--- src/rtl/alu_ctrl_pkg.sv ---
// alu_ctrl_pkg: definitions shared by the ALU control issue stage.
//   - 3-bit ALU control encodings
//   - MIPS opcode / funct values recognised by the decoder
//   - bit layout of the decoded word held in the skid buffer:
//       [0] illegal, [1] ov_trap, [2] alu_src_imm, [5:3] alu_ctrl, [DW+5:6] ext_imm
//   - skid buffer occupancy states
package alu_ctrl_pkg;

   localparam logic [2:0] ALU_AND  = 3'b000;
   localparam logic [2:0] ALU_OR   = 3'b001;
   localparam logic [2:0] ALU_SLT  = 3'b011;
   localparam logic [2:0] ALU_ADD  = 3'b100;
   localparam logic [2:0] ALU_ADDU = 3'b101;
   localparam logic [2:0] ALU_SUB  = 3'b110;

   localparam logic [5:0] OP_RTYPE = 6'h00;
   localparam logic [5:0] OP_BEQ   = 6'h04;
   localparam logic [5:0] OP_BNE   = 6'h05;
   localparam logic [5:0] OP_ADDI  = 6'h08;
   localparam logic [5:0] OP_ADDIU = 6'h09;
   localparam logic [5:0] OP_SLTI  = 6'h0A;
   localparam logic [5:0] OP_ANDI  = 6'h0C;
   localparam logic [5:0] OP_ORI   = 6'h0D;
   localparam logic [5:0] OP_LW    = 6'h23;
   localparam logic [5:0] OP_SW    = 6'h2B;

   localparam logic [5:0] FN_ADD  = 6'h20;
   localparam logic [5:0] FN_ADDU = 6'h21;
   localparam logic [5:0] FN_SUB  = 6'h22;
   localparam logic [5:0] FN_SUBU = 6'h23;
   localparam logic [5:0] FN_AND  = 6'h24;
   localparam logic [5:0] FN_OR   = 6'h25;
   localparam logic [5:0] FN_SLT  = 6'h2A;
   localparam logic [5:0] FN_SLTU = 6'h2B;

   localparam int DEC_ILL_BIT  = 0;
   localparam int DEC_OV_BIT   = 1;
   localparam int DEC_SRC_BIT  = 2;
   localparam int DEC_CTRL_LSB = 3;
   localparam int DEC_CTRL_W   = 3;
   localparam int DEC_IMM_LSB  = 6;

   // Total decoded-word width for a given operand width.
   function automatic int dec_width(input int dw);
      return dw + DEC_IMM_LSB;
   endfunction

   typedef enum logic [1:0] {
      ST_EMPTY = 2'd0,
      ST_ONE   = 2'd1,
      ST_TWO   = 2'd2
   } skid_state_t;

endpackage

--- src/rtl/alu_ctrl_decode.sv ---
// alu_ctrl_decode: pure combinational MIPS instruction -> ALU control word.
// Ports:
//   instr  in   32             fetched instruction word
//   dec    out  dec_width(DW)  {ext_imm, alu_ctrl, alu_src_imm, ov_trap, illegal}
module alu_ctrl_decode
   import alu_ctrl_pkg::*;
#(
   parameter int DW = 32
) (
   input  logic [31:0]            instr,
   output logic [dec_width(DW)-1:0] dec
);

   logic [5:0]    op;
   logic [5:0]    funct;
   logic [15:0]   imm;
   logic [2:0]    ctrl;
   logic          src_imm;
   logic          ov;
   logic          ill;
   logic          zext;
   logic [DW-1:0] ext;
   logic          unused_fields;

   assign op    = instr[31:26];
   assign funct = instr[5:0];
   assign imm   = instr[15:0];
   // Register specifiers are consumed by the register file, not here.
   assign unused_fields = ^instr[25:16];

   always_comb begin
      ctrl    = ALU_AND;
      src_imm = 1'b0;
      ov      = 1'b0;
      ill     = 1'b0;
      zext    = 1'b0;
      case (op)
         OP_RTYPE: begin
            case (funct)
               FN_ADD:          begin ctrl = ALU_ADD;  ov = 1'b1; end
               FN_ADDU:         ctrl = ALU_ADDU;
               FN_SUB:          begin ctrl = ALU_SUB;  ov = 1'b1; end
               FN_SUBU:         ctrl = ALU_SUB;
               FN_AND:          ctrl = ALU_AND;
               FN_OR:           ctrl = ALU_OR;
               FN_SLT, FN_SLTU: ctrl = ALU_SLT;
               default:         ill  = 1'b1;
            endcase
         end
         OP_ADDI:       begin ctrl = ALU_ADD;  src_imm = 1'b1; ov = 1'b1; end
         OP_ADDIU:      begin ctrl = ALU_ADDU; src_imm = 1'b1; end
         OP_SLTI:       begin ctrl = ALU_SLT;  src_imm = 1'b1; end
         OP_ANDI:       begin ctrl = ALU_AND;  src_imm = 1'b1; zext = 1'b1; end
         OP_ORI:        begin ctrl = ALU_OR;   src_imm = 1'b1; zext = 1'b1; end
         OP_LW, OP_SW:  begin ctrl = ALU_ADDU; src_imm = 1'b1; end
         // Branches compare rs against rt, so B comes from the register file.
         OP_BEQ, OP_BNE: ctrl = ALU_SUB;
         default:       ill = 1'b1;
      endcase
      // Illegal decode leaves every control at its safe default above.
      ext = zext ? {{(DW-16){1'b0}}, imm} : {{(DW-16){imm[15]}}, imm};
      dec = {ext, ctrl, src_imm, ov, ill};
   end

endmodule

--- src/rtl/alu_ctrl_issue.sv ---
// alu_ctrl_issue: decodes MIPS instructions into ALU control words and
// issues them through a 2-entry skid buffer (valid/ready on both sides).
// Optional feature macro: ALU_ILLEGAL_TRAP_EN
//   defined   - illegal instructions are buffered and delivered with illegal=1
//   undefined - illegal instructions are accepted and dropped; illegal tied 0
// Ports:
//   clk, rst_n (async, active-low)
//   in_valid/in_ready/in_instr   upstream handshake, in_ready registered
//   flush                        discard all buffered entries
//   out_valid/out_ready          downstream handshake
//   alu_ctrl, alu_src_imm, ext_imm, ov_trap, illegal   head entry fields
module alu_ctrl_issue
   import alu_ctrl_pkg::*;
#(
   parameter int DW    = 32,
   parameter int DEPTH = 2
) (
   input  logic          clk,
   input  logic          rst_n,
   input  logic          in_valid,
   output logic          in_ready,
   input  logic [31:0]   in_instr,
   input  logic          flush,
   output logic          out_valid,
   input  logic          out_ready,
   output logic [2:0]    alu_ctrl,
   output logic          alu_src_imm,
   output logic [DW-1:0] ext_imm,
   output logic          ov_trap,
   output logic          illegal
);

   localparam int WW = dec_width(DW);

   generate
      if (DEPTH != 2) begin : g_depth_err
         $error("alu_ctrl_issue: DEPTH must be 2");
      end
   endgenerate

   skid_state_t   state, state_next;
   logic [WW-1:0] dec_word;
   logic [WW-1:0] head, tail;
   logic          in_ready_q;
   logic          push, pop, store;
   logic          load_head, load_tail, move_tail;

   alu_ctrl_decode #(.DW(DW)) u_decode (
      .instr (in_instr),
      .dec   (dec_word)
   );

   assign push = in_valid & in_ready_q;
   assign pop  = out_valid & out_ready;

`ifdef ALU_ILLEGAL_TRAP_EN
   assign store = push;
`else
   // Illegal words complete the input handshake but never occupy an entry.
   assign store = push & ~dec_word[DEC_ILL_BIT];
`endif

   always_comb begin
      state_next = state;
      load_head  = 1'b0;
      load_tail  = 1'b0;
      move_tail  = 1'b0;
      if (flush) begin
         state_next = ST_EMPTY;
      end else begin
         case (state)
            ST_EMPTY: begin
               if (store) begin
                  state_next = ST_ONE;
                  load_head  = 1'b1;
               end
            end
            ST_ONE: begin
               if (store && !pop) begin
                  state_next = ST_TWO;
                  load_tail  = 1'b1;
               end else if (pop && !store) begin
                  state_next = ST_EMPTY;
               end else if (store && pop) begin
                  load_head  = 1'b1;
               end
            end
            ST_TWO: begin
               // in_ready is low here, so only a pop can happen.
               if (pop) begin
                  state_next = ST_ONE;
                  move_tail  = 1'b1;
               end
            end
            default: state_next = ST_EMPTY;
         endcase
      end
   end

   always_ff @(posedge clk or negedge rst_n) begin
      if (!rst_n) begin
         state      <= ST_EMPTY;
         in_ready_q <= 1'b0;
         head       <= '0;
         tail       <= '0;
      end else begin
         state      <= state_next;
         in_ready_q <= (state_next != ST_TWO);
         if (load_head)      head <= dec_word;
         else if (move_tail) head <= tail;
         if (load_tail)      tail <= dec_word;
      end
   end

   assign in_ready    = in_ready_q;
   assign out_valid   = (state != ST_EMPTY);
   assign alu_ctrl    = head[DEC_CTRL_LSB +: DEC_CTRL_W];
   assign alu_src_imm = head[DEC_SRC_BIT];
   assign ext_imm     = head[DEC_IMM_LSB +: DW];
   assign ov_trap     = head[DEC_OV_BIT];

`ifdef ALU_ILLEGAL_TRAP_EN
   assign illegal = head[DEC_ILL_BIT];
`else
   logic unused_ill;
   assign unused_ill = head[DEC_ILL_BIT];
   assign illegal    = 1'b0;
`endif

endmodule

--- config.mk ---
export PLATFORM = sky130hd
export DESIGN_NAME = alu_ctrl_issue
export DESIGN_NICKNAME = d
export VERILOG_FILES = /design/src/rtl/alu_ctrl_pkg.sv /design/src/rtl/alu_ctrl_decode.sv /design/src/rtl/alu_ctrl_issue.sv
export SDC_FILE = /design/constraint.sdc
export NUM_CORES = 1
export LEC_CHECK = 0
export CAP_MARGIN = 20
export CORE_ASPECT_RATIO = 0.5
export CORE_MARGIN = 2
export CORE_UTILIZATION = 58
export CTS_CLUSTER_SIZE = 8
export DETAILED_ROUTE_END_ITERATION = 10
export PLACE_DENSITY = 0.87
export SYNTH_ARGS = -nofsm -noshare
export SYNTH_HDL_FRONTEND = slang
export SYNTH_HIERARCHICAL = 1
export SYNTH_SLANG_ARGS = --single-unit
export TNS_END_PERCENT = 100
--- constraint.sdc ---
create_clock -name clk -period 4.1 [get_ports clk]
set_clock_uncertainty 0.05 [all_clocks]
set_input_delay 0.82 -clock clk [delete_from_list [all_inputs] [get_ports clk]]
set_output_delay 0.82 -clock clk [all_outputs]
set_load 0.05 [all_outputs]
=== Yosys cells after proc, flatten, opt, wreduce, memory -nomap -nowiden ===
Index checks and enable logic that the tools add are counted.
W data, S select, Z words.

* Output and inout port bits: 40
* Register bits after elaboration: 79
* Word-level logic and storage cells: 75
* Bits of input ports: 37

* Mux-type cells: 29
* Bitwise gates (word level): 4
* Eq/ne operators: 20
* Reductions and logical operators: 18

{| class="wikitable"
|+ Operator list
! cell !! number
|-
| $mux W38 || 2
|-
| $eq A6 B6 Y1 const B || 10
|-
| $mux W32 || 1
|-
| $eq A6 B4 Y1 const B || 5
|-
| $pmux W3 S6 || 1
|-
| $mux W1 || 15
|-
| $pmux W3 S5 || 1
|-
| $eq A6 B3 Y1 const B || 2
|-
| $mux W2 || 5
|-
| $reduce_or A2 Y1 || 5
|-
| $reduce_or A9 Y1 || 1
|-
| $reduce_or A8 Y1 || 1
|-
| $reduce_or A7 Y1 || 1
|-
| $logic_not A6 Y1 || 1
|-
| $pmux W1 S2 || 3
|-
| $pmux W2 S3 || 1
|-
| $reduce_bool A2 Y1 || 2
|-
| $and A1 B1 Y1 || 3
|-
| $logic_and A1 B1 Y1 || 3
|-
| $reduce_or A3 Y1 || 1
|-
| $eq A2 B1 Y1 const B || 1
|-
| $eq A2 B2 Y1 const B || 1
|-
| $logic_not A1 Y1 || 2
|-
| $logic_not A2 Y1 || 1
|-
| 2 further kinds || 2
|}

=== Logic depth before layout (Yosys ltp) ===
* Word-level depth: 13
* Mapped depth: 11
* Mapped depth without buffers: 6

=== Cells and area by module ===
Netlist, hierarchy kept.

{| class="wikitable"
|+ Modules (own cells, without submodules)
! module !! area each (um^2) !! sequential area each (um^2) !! cells each !! times used
|-
| alu_ctrl_issue || 3783.6 || 1926.8 || 217 || 1
|-
| alu_ctrl_decode || 554.3 || 0.0 || 74 || 1
|}

=== Worst setup path after synthesis ===
OpenSTA, ideal clock, no wires.

* Kind: input -> register
* Start: in in_instr[28]
* End: reg head[22]
* Slack: 1297 ps
* Cell stages on the path: 9
* Library setup time: 126 ps
* Arrival time: 2626 ps
* Data required time: 3924 ps
* Path buffers: 4
* Cells stage by stage: buf_2 and4b_1 o311ai_1 buf_4 and3b_1 buf_2 nand3_4 buf_2 mux2_4

* Word-level cells in the longest chain between the ends: 12
* Elaborated cells between the ends (all ways): 29
* Those cells by class: eq/ne (9); mux (10); bitwise (2); reduce/logical (8)

{| class="wikitable"
|+ Ends and longest elaborated chain
! element !! line !! source
|-
| start: declaration || alu_ctrl_issue.sv:22 || <nowiki>input logic [31:0] in_instr,</nowiki>
|-
| $eq A6 B4 Y1 (tied with other cells) || alu_ctrl_decode.sv:37 || <nowiki>case (op)</nowiki>
|-
| $reduce_or A9 Y1 (no source line) || -- ||
|-
| $pmux W1 S2 * || alu_ctrl_decode.sv:37 ||
|-
| via u_decode.ill || alu_ctrl_decode.sv:20 || <nowiki>logic ill;</nowiki>
|-
| $not A1 Y1 * || alu_ctrl_issue.sv:60 || <nowiki>assign store = push & ~dec_word[DEC_ILL_BIT];</nowiki>
|-
| $and A1 B1 Y1 * || alu_ctrl_issue.sv:60 ||
|-
| $logic_and A1 B1 Y1 or $logic_not A1 Y1 (tied branches) || alu_ctrl_issue.sv:84, alu_ctrl_issue.sv:82 ||
|-
| $mux W1 or $logic_and A1 B1 Y1 (tied branches) || alu_ctrl_issue.sv:84, alu_ctrl_issue.sv:82 ||
|-
| $mux W1 || alu_ctrl_issue.sv:82 || <nowiki>end else if (pop && !store) begin</nowiki>
|-
| $mux W1 || alu_ctrl_issue.sv:79 || <nowiki>if (store && !pop) begin</nowiki>
|-
| $pmux W1 S2 * || alu_ctrl_issue.sv:71 || <nowiki>case (state)</nowiki>
|-
| $mux W1 * || alu_ctrl_issue.sv:68 || <nowiki>if (flush) begin</nowiki>
|-
| $mux W38 or $reduce_bool A2 Y1 (tied branches) || -- ||
|-
| end signal: assignment || alu_ctrl_issue.sv:109 || <nowiki>if (load_head) head <= dec_word;</nowiki>
|-
| end signal: assignment || alu_ctrl_issue.sv:110 || <nowiki>else if (move_tail) head <= tail;</nowiki>
|-
| end: declaration || alu_ctrl_issue.sv:43 || <nowiki>logic [WW-1:0] head, tail;</nowiki>
|}

Mark *: on every way through the listed nets, which the timed path passes. The rest lies on a longest branch.
A chain may end at the register's enable or synchronous reset.

=== Worst setup path in the final report ===
* Start: in in_instr[29]
* End: reg head[37]

* Word-level cells in the longest chain between the ends: 12
* Elaborated cells between the ends (all ways): 29
* Those cells by class: eq/ne (9); mux (10); bitwise (2); reduce/logical (8)

{| class="wikitable"
|+ Ends and longest elaborated chain
! element !! line !! source
|-
| $eq A6 B4 Y1 (tied with other cells) || alu_ctrl_decode.sv:37 ||
|-
| $reduce_or A9 Y1 (no source line) || -- ||
|-
| $pmux W1 S2 * || alu_ctrl_decode.sv:37 ||
|-
| via dec_word[0] || alu_ctrl_issue.sv:42 || <nowiki>logic [WW-1:0] dec_word;</nowiki>
|-
| $not A1 Y1 * || alu_ctrl_issue.sv:60 ||
|-
| $and A1 B1 Y1 * || alu_ctrl_issue.sv:60 ||
|-
| $logic_and A1 B1 Y1 or $logic_not A1 Y1 (tied branches) || alu_ctrl_issue.sv:84, alu_ctrl_issue.sv:82 ||
|-
| $mux W1 or $logic_and A1 B1 Y1 (tied branches) || alu_ctrl_issue.sv:84, alu_ctrl_issue.sv:82 ||
|-
| $mux W1 || alu_ctrl_issue.sv:82 ||
|-
| $mux W1 || alu_ctrl_issue.sv:79 ||
|-
| $pmux W1 S2 * || alu_ctrl_issue.sv:71 ||
|-
| $mux W1 * || alu_ctrl_issue.sv:68 ||
|-
| $mux W38 or $reduce_bool A2 Y1 (tied branches) || -- ||
|}

Marks and branches as above.

==> results.ini <==
[route]
via_per_inst = 5.64
antenna_left = 0
avgRoutedWirePerCell_um = 19.6
drc = 0
drt_wl_total_um = 8290
vias = 2382
drtPass1Iterations = 5
drt-initial-drc-count = 146

[sta]
slew_headroom_pct = 35.5
period_needed_ns = 3.51
finalSetupViolations = 0
setup_tns_ns = 0
rsz0062_at_grt = false
fin_crit_sh_pct = 85.5
finalMaxSlewViolations = 0
worst-slew-pin-transition_ns = 0.967
timing.fmax_ghz = 0.285
finalHoldViolations = 0

[status]
outcome = finished, final reports clean

[clock_network]
cts_tree = built
ctsResizeCount = 0
clk_latency_ns = 0.33
clockBufferDepth = 2
post_cts_buffers = 0
cts_root_buf = clkbuf_16
clock_sinks = 77
cts.hold.buffers_added = 0
cts_buffers = 9
htree_levels = 3
path_clk_slew_ns = 0.06

[global_routing]
grtUsageMet2_pct = 36.6
gr-max-usage-layer = met2
grt_util_met1_pct = 26.5
grt_max_degree = 78
grt_antenna_before_repair = 0
grt_pass1_vias = 2488
met3_usage_pct = 4.15
grt.total_usage_pct = 21.3
grt_overflow = 0
grt_pass1_wl_um = 13400

[logic_synthesis]
synth.area.top_cells = dfrtp_1 44%, mux2_4 31%, buf_4 6.1%, mux2_2 5.7%, buf_6 1.6%
synth_xor_area_share_pct = 0.404
yosys.area_share.simple_pct = 5.05
syn-cell-area_um2 = 4340
ys_seq_elements = 77
synth_fa_ha_area_share_pct = 0
synth_seq_area_share_pct = 44.4
yosys_most_used_dff = dfrtp_1
synth_top_area_share_pct = 44.4
yosys.cell_types.count = 38
synthArstFlopShare_pct = 100
synthMuxAreaShare_pct = 36.9
synth-compound-area-share_pct = 3.14
synth_top_family_by_area = multiplexers
ys.warnings.count = 6
syn_nets = 328
syn_avg_cell_area_um2 = 14.9
synth_edf_count = 0
synth_top_area_cell = dfrtp_1
syn_inst = 291

[run]
drv_cap = 0

[worst_setup_path]
path_cells = clkdlybuf4s50_1, nand2b_1, a211oi_1, o311ai_1, and3b_1, nand3_4, buf_12, mux2_4
cp.arrival_ns = 3.67
critPathLaunch = in_instr[29]
cp_top_family = buffers and inverters
cp-start-kind = primary input
reg2reg_from = state[0]$_DFF_PN0_
cp_max_fo = 23
cpPeakStageDelay_ns = 0.72
path_buf_inv = 2
worstPathRequired_ns = 4.26
critPathCaptureType = register
critical_path_class = primary input to register
cpMaxStageDelayCell = clkdlybuf4s50_1

[placement]
place.gp.congestion = 0.746
port_buffers = 65
placed_cells = 406
hpwl_um = 5150

[cells_and_area]
num-nets-final = 358
area_growth_pct = 16.6
fin_cells = 422
nFillCells = 473
insertedDiodeCount = 0
drive_gt1_share_pct = 43.9

[power_and_ir_drop]
finalPower_w = 0.00267
netSwitchingPower_w = 0.000860
power_density_nw_per_um2 = 528
vdd_drop_max_mv = 0.278
intPower_w = 0.00181
p_comb_share_pct = 34.3
switching_share_pct = 32.2
seq_power_share_pct = 35.0
p_clk_share_pct = 30.7
p_leak_nw = 2.46

[floorplanning]
die_h_um = 65.2
dieWidth_um = 126
core-area_um2 = 7290
start_util_pct = 59.5
ios = 77
dieArea_um2 = 8230
rows = 22

[hold_path]
hold_path_class = register to register
min_from = tail[19]$_DFFE_PN0P_

## cell usage after synthesis (2+ instances only)
master / n
buf_4: 35
o21a_1: 2
inv_1: 4
or2_2: 2
nor2_1: 9
a31oi_1: 2
buf_2: 6
nand2b_1: 3
mux2_2: 22
dfrtp_1: 77
a21oi_1: 3
buf_6: 6
buf_12: 3
o32ai_1: 2
mux2_4: 90
a211oi_1: 2
and4bb_2: 2
## power groups by stage
stage | logic (W) | clock network, W | registers, W
finish | 0.000917 | 0.000820 | 0.000934
global route | 0.000954 | 0.000862 | 0.000945
CTS | 0.000923 | 0.000834 | 0.000934
detailed placement | 0.000916 | 0 | 0.000946
global placement | 0.000893 | 0 | 0.000937
floorplan | 0.000328 | 0 | 0.00127
## final timing paths
path	end	slack, ns	cells after the start
setup / recovery	head[37]$_DFFE_PN0P_	0.59	8
setup reg to reg	head[6]$_DFFE_PN0P_	1.86	4
hold / removal	tail[19]$_DFFE_PN0P_	0.46	1
min in group asynchronous	in_ready$_DFF_PN0_	0.58	1
max in group asynchronous	head[14]$_DFFE_PN0P_	2.78	1
hold reg to reg	tail[19]$_DFFE_PN0P_	0.46	1
## stage by stage
stage	setup WS [ns]	util, %	area (µm²)	hold slack [ns]
finish	0.595	69.3	5060	0.462
global route	0.520	69.3	5060	0.478
CTS	0.659	69.3	5060	0.463
detailed placement	0.407	65.0	4740	0.446
global placement	0.521	65.0	4740	0.434
floorplan	1.30	-	4340	0.424
## worst register-to-register path: stages, from the launching register on
cell      delay (ns)
dfrtp_1         0.46
nor4bb_4        0.30
buf_4           0.61
mux2_2          0.44
mux2_2          0.26
## metal layers
| layer | wire length [µm] | up-vias | part of all wire (%) |
|---|---|---|---|
| li1 | - | 1060 | - |
| met1 | 3650 | 1227 | 44 |
| met2 | 4080 | 73 | 49 |
| met3 | 317 | 22 | 3.8 |
| met4 | 242 | 0 | 2.9 |
| met5 | 0 | - | 0 |
## area by class of cell
cell class | instances | area [µm²] | area share [%]
clock inverter | 3 | 42.5 | 0.841
tap | 96 | 120 | 2.38
multi-input combinational | 160 | 1990 | 39.4
inverter | 4 | 15.0 | 0.297
clock buffer | 13 | 270 | 5.34
sequential | 77 | 1930 | 38.1
timing repair buffer | 69 | 691 | 13.7
## state kept, by name, summed over array words and instances, names as in the netlist
name / cells
state: 2
head: 37
tail: 37
in_ready: 1
## placed cells by master, fill, tap and decap left out, types with 2 or more instances in the layout
cell type / n
a211oi_1: 2
a21oi_1: 3
a31oi_1: 2
and4bb_2: 2
buf_4: 4
clkbuf_16: 9
clkbuf_8: 3
clkdlybuf4s50_1: 64
dfrtp_1: 77
inv_1: 4
mux2_2: 22
mux2_4: 90
nand2b_1: 3
nor2_1: 9
o21a_1: 2
o32ai_1: 2
or2_2: 2
## cells by family (layout without fill, tap and decap cells)
logic type                after synthesis  after routing
muxes                                 112            112
other                                   1              1
AOI/OAI and AO/OA                      18             18
buffers and inverters                  54             89
and+or+nand+nor                        27             27
xor gates and xnor gates                2              2
DFF                                    77             77
No activity file was read; power rests on OpenSTA's default activity.
